File: src/rtl/example_5_3_seq_ctrl.sv
// Sequencing controller for the example 5.3 datapath: owns state register y, replays a pattern RAM.
// Optional expected-z compare is enabled by defining EXAMPLE_5_3_SEQ_CMP_EN.
module example_5_3_seq_ctrl #(
  parameter int DEPTH = 8,
  parameter int CNT_W = 3
) (
  input  logic             cp,
  input  logic             rst_n,
  input  logic             start,
  input  logic [CNT_W:0]   len,
  input  logic             pat_we,
  input  logic [CNT_W-1:0] pat_addr,
  input  logic [2:0]       pat_wdata,
  output logic             x1,
  output logic             x2,
  output logic             y,
  input  logic             ny,
  input  logic             z,
  output logic             busy,
  output logic             done,
  output logic [CNT_W-1:0] step,
  output logic [DEPTH-1:0] resp,
  output logic             mismatch,
  output logic [1:0]       fsm_state
);

`ifdef EXAMPLE_5_3_SEQ_CMP_EN
  localparam int PW = 3;
`else
  localparam int PW = 2;
  logic unused_exp_z;
  assign unused_exp_z = pat_wdata[2];
  assign mismatch = 1'b0;
`endif

  localparam logic [CNT_W:0] DEPTH_L = (CNT_W+1)'(DEPTH);

  typedef enum logic [1:0] {IDLE = 2'd0, RUN = 2'd1, DONE = 2'd2} state_t;

  state_t           state;
  logic [PW-1:0]    pat [DEPTH];
  logic [CNT_W-1:0] last_step;
  logic [CNT_W:0]   eff_len;
  logic [CNT_W:0]   eff_m1;
  logic [CNT_W-1:0] step_nx;

  assign fsm_state = state;

  always_comb begin
    eff_len = (len > DEPTH_L) ? DEPTH_L : len;
    eff_m1  = eff_len - {{CNT_W{1'b0}}, 1'b1};
    step_nx = step + {{(CNT_W-1){1'b0}}, 1'b1};
  end

  // Pattern RAM only accepts writes while idle, so a run always sees a frozen pattern.
  always_ff @(posedge cp or negedge rst_n) begin
    if (!rst_n) begin
      for (int i = 0; i < DEPTH; i++) pat[i] <= '0;
    end else if (pat_we && state == IDLE) begin
      pat[pat_addr] <= pat_wdata[PW-1:0];
    end
  end

  // start is accepted only in IDLE with pat_we low; a write strobe wins over start.
  // done is a one-cycle pulse marking the DONE state; busy covers exactly the RUN cycles.
  always_ff @(posedge cp or negedge rst_n) begin
    if (!rst_n) begin
      state     <= IDLE;
      x1        <= 1'b0;
      x2        <= 1'b0;
      y         <= 1'b0;
      busy      <= 1'b0;
      done      <= 1'b0;
      step      <= '0;
      resp      <= '0;
      last_step <= '0;
`ifdef EXAMPLE_5_3_SEQ_CMP_EN
      mismatch  <= 1'b0;
`endif
    end else begin
      case (state)
        IDLE: begin
          if (start && !pat_we) begin
            if (len == '0) begin
              done  <= 1'b1;
              state <= DONE;
            end else begin
              last_step  <= eff_m1[CNT_W-1:0];
              resp       <= '0;
              y          <= 1'b0;
              step       <= '0;
              {x1, x2}   <= pat[0][1:0];
              busy       <= 1'b1;
              state      <= RUN;
`ifdef EXAMPLE_5_3_SEQ_CMP_EN
              mismatch   <= 1'b0;
`endif
            end
          end
        end
        RUN: begin
          resp[step] <= z;
          y          <= ny;
`ifdef EXAMPLE_5_3_SEQ_CMP_EN
          if (z != pat[step][2]) mismatch <= 1'b1;
`endif
          if (step == last_step) begin
            {x1, x2} <= 2'b00;
            busy     <= 1'b0;
            done     <= 1'b1;
            state    <= DONE;
          end else begin
            step     <= step_nx;
            {x1, x2} <= pat[step_nx][1:0];
          end
        end
        DONE: begin
          done  <= 1'b0;
          state <= IDLE;
        end
        default: state <= IDLE;
      endcase
    end
  end

endmodule

File: config.mk
export PLATFORM = sky130hd
export DESIGN_NAME = example_5_3_seq_ctrl
export DESIGN_NICKNAME = d
export VERILOG_FILES = /design/src/rtl/example_5_3_seq_ctrl.sv
export SDC_FILE = /design/constraint.sdc
export NUM_CORES = 1
export LEC_CHECK = 0
export BUFFER_PORTS_ARGS = -buffer_cell sky130_fd_sc_hd__buf_2
export CAP_MARGIN = 20
export CORE_MARGIN = 2
export CORE_UTILIZATION = 49
export CTS_CLUSTER_SIZE = 40
export DETAILED_ROUTE_END_ITERATION = 8
export PLACE_DENSITY = 0.85
export RECOVER_POWER = 100
export REMOVE_ABC_BUFFERS = 1
export SETUP_SLACK_MARGIN = 0.2
export SLEW_MARGIN = 40
export SYNTH_ARGS = -nofsm -noshare
export SYNTH_HDL_FRONTEND = slang
export SYNTH_SLANG_ARGS = --single-unit
File: constraint.sdc
create_clock -name cp -period 1.6 [get_ports cp]
set_input_delay 0.32 -clock cp [delete_from_list [all_inputs] [get_ports cp]]
set_output_delay 0.32 -clock cp [all_outputs]
set_load 0.02 [all_outputs]
==> metrics.csv <==
stage,metric,value,unit
power_and_ir_drop,Sw Share,41.2,%
power_and_ir_drop,Pint,3.92,mW
detailed_routing,vias per inst,6.12,
layout,nets@finish,264,
floorplanning,I/O Pins,35,
synth,Mapped Area,1910,um^2
job,max_cap viols,0,
power_and_ir_drop,Flop pwr share,25.7,%
critical_path,Top Family by Delay on Critical Path,multiplexers,
place,Place WS,-0.368,ns
detailed_routing,Vias,1800,
clock_tree,Clock Tree Root,clkbuf_8,
layout,Layout fillers,183,
clock_tree,htree depth,2,
detailed_routing,Pre-antenna DRT Iters,5,
layout,layout cell share with drive strength beyond 1,51.6,%
power_and_ir_drop,Max VDD drop,1.23,mV
sta,f_max,0.542,GHz
critical_path,path depth of the worst reg2reg path,6,
critical_path,Crit Path Category,flip-flop to flip-flop,
synth,Syn. warnings,0,
synth,"area leader, netlist",dfrtp_1,
detailed_routing,drc violations,0,
grt,first-pass GRT wire length,9610,um
detailed_routing,Final ANT Viol Nets,0,
critical_path,flop2flop setup slack,-0.24,ns
sta,final hold slack,0.223,ns
clock_tree,CTS Buf Count,5,
layout,Area Growth Syn to Fin,52.9,%
sta,Final Skew,0.00459,ns
floorplanning,width of the die,66.4,um
critical_path,Crit. End Element,flip-flop,
sta,Final min period,1.84,ns
place,Routability Congestion,0.803,
power_and_ir_drop,Pwr Density,2280,nW/um^2
critical_path,Critical Path RT,1.79,ns
sta,Slew HR,39.1,%
synth,"Seq/Total Area, Yosys",48.5,%
sta,"Setup violations, final",12,
synth,"Top FF cell, synth",dfrtp_1,
synth,commonest cells in the netlist,"dfrtp_1, nand2_1, mux2_2",
floorplanning,Site Rows,22,
critical_path,worst path cell trace,"ha_4, buf_6, mux2i_1, mux4_2, o21ai_2, mux2_4",
detailed_routing,drt wl/cell,22.3,um
critical_path,Worst R2R Start,step[0]$_DFFE_PN0P_,
clock_tree,clock latency on the worst-skew pair,0.30,ns
power_and_ir_drop,Lkg Pwr,1.41,nW
grt,largest net degree at the start of global routing,38,
critical_path,crit path max-delay cell type,dfrtp_1,
synth,"FFs w/ async S/R, synth",100,%
floorplanning,Initial Util,51.4,%
clock_tree,CTS tree,yes,
place,I/O Buffers,32,
grt,total grt overflow,0,
grt,GRT Overall Usage,30.5,%
power_and_ir_drop,clock share of power,12.2,%
floorplanning,die area,4410,um^2
sta,Final Cycle Share,115,%
synth,library cells used by synthesis,37,
synth,most frequent cell after synthesis,dfrtp_1,
layout,ant diodes,0,
critical_path,crit path launch type,flip-flop,
sta,RSZ-0062 raised after global routing,true,
detailed_routing,Routed Wire Length,6570,um
critical_path,WP depth,6,
synth,Post-synth EDFFs,0,
synth,Synth Instances,173,
layout,Multi-input gate area,1220,um^2
min_path,hold crit path type,primary input to async pin,
clock_tree,Num Clock Sinks,37,
clock_tree,"Reg clk slew, reported paths",0.08,ns
run_status,violated checks,setup timing,
grt,vias in the first global route,1778,
grt,antenna violations before repair,0,
sta,"Hold Vio Cnt, Final",0,
critical_path,r2r endpoint,x1$_DFFE_PN0P_,
critical_path,arrival time at the worst endpoint,2.04,ns
run_status,status,"complete, but fails checks",
synth,Synth area leaders,"dfrtp_1, mux2_2, o31ai_1",
sta,worst-margin pin slew,0.913,ns
critical_path,worst-path maximum fanout,4,
sta,worst setup margin,-0.244,ns
power_and_ir_drop,Comb pwr share,62.2,%
floorplanning,Die Y,66.4,um
clock_tree,CTS max path bufs,2,
synth,post-synth top area share,48.5,%
place,Final HPWL DP,3170,um
synth,synthesized flop and latch total,37,
layout,Register Area,926,um^2
sta,Slew Limit Fails,0,
synth,syn avg cell area,11.0,um^2
critical_path,Crit path largest cell delay,0.44,ns
power_and_ir_drop,sw power,2.74,mW
detailed_routing,initial drt markers,218,
critical_path,Buffers & Inverters on Critical Path,1,
floorplanning,Core Area,3720,um^2
power_and_ir_drop,power consumption,6.67,mW
==> kinds of logic after synthesis <==
| kind of cell | count (synthesis) | share of synthesized area (%) |
|---|---|---|
| AOI/OAI and AO/OA | 37 | 13.0 |
| buffers and inverters | 13 | 3.21 |
| muxes | 30 | 18.7 |
| adders and majority gates | 2 | 1.31 |
| DFF | 37 | 48.5 |
| xor gates and xnor gates | 5 | 2.29 |
| other | 1 | 0.196 |
| and+or+nand+nor | 48 | 12.7 |
==> worst register-to-register path, stage by stage (launching register included) <==
cell and delay, ns:
dfrtp_1 0.44, ha_4 0.32, buf_6 0.12, mux2i_1 0.26, mux4_2 0.28, o21ai_2 0.06, mux2_4 0.26
==> power groups by stage <==
stage,registers (mW),clock network [mW],logic (mW)
global route,1.74,0.855,4.33
floorplan,1.83,0,1.37
detailed placement,1.62,0,2.44
CTS,1.66,0.791,3.41
finish,1.71,0.812,4.14
global placement,1.60,0,2.34
==> worst max-delay path by stage <==
stage / startpoint / to / slack [ns]
after CTS: step[1]$_DFFE_PN0P_ / x1$_DFFE_PN0P_ / -0.13
after global routing: step[0]$_DFFE_PN0P_ / x1$_DFFE_PN0P_ / -0.31
after detailed placement: step[0]$_DFFE_PN0P_ / x2$_DFFE_PN0P_ / -0.37
after floorplan: step[1]$_DFFE_PN0P_ / x1$_DFFE_PN0P_ / -0.41
after global placement: step[0]$_DFFE_PN0P_ / x1$_DFFE_PN0P_ / -0.26
final: step[0]$_DFFE_PN0P_ / x1$_DFFE_PN0P_ / -0.24
==> cells in the final DEF (no fill, tap or decap), types with 2 or more instances in the layout <==
master    count
and3_4        3
nand2_1      13
inv_1         2
nand2_4       7
mux2_4       19
o21ai_0       4
clkbuf_8      5
buf_2        15
dfrtp_1      37
buf_12        5
a21oi_1       2
clkbuf_1     14
nor2b_1       4
clkbuf_2      3
mux4_2        2
nand2b_1      2
nand2_2       2
nor2_1        4
buf_4        22
o21ai_2       4
nand3_4       2
mux2i_1       8
xnor2_4       2
a21oi_2       2
a31oi_1       4
o31ai_1      11
buf_6        14
o21ai_1       2
==> metrics by stage <==
step	utilization [%]	TNS (ns)	std cells	instance area, um^2
after detailed placement	60.9	-0.843	267	2260
after floorplan	-	-1.28	165	1870
final	78.6	-0.963	294	2920
after global routing	78.6	-1.69	294	2920
after CTS	74.7	-0.243	283	2780
after global placement	60.9	-0.569	267	2260
==> registers in the layout (all words and copies together), names as in the netlist <==
| signal | flops |
|---|---|
| resp | 8 |
| busy | 1 |
| last_step | 3 |
| x2 | 1 |
| x1 | 1 |
| pat | 16 |
| step | 3 |
| done | 1 |
| fsm_state | 2 |
| y | 1 |
==> area by class of cell <==
cell class	instances	area share [%]
multi-input cells	123	41.9
flip-flops and latches	37	31.7
repair buffers	74	19.9
clock buffers	5	2.36
well taps	48	2.06
clock inverters	2	1.20
inverters	5	0.900
==> timing repair <==
item                                    in CTS  in global routing
pin swaps                                    9                 15
setup buffers                                9                 11
gates resized for setup                     77                 33
endpoints found under the setup margin      26                 41
hold buffers                                 0                  0
==> per-layer routing <==
| metal | vias up | global-route usage (%) | wire length, um |
|---|---|---|---|
| met3 | 17 | 8.01 | 459 |
| li1 | 769 | - | - |
| met2 | 110 | 46.9 | 3220 |
| met1 | 904 | 39.6 | 2730 |
| met5 | - | 0 | 0 |
| met4 | 0 | 15.3 | 150 |
Power figures use the tool's default switching activity.
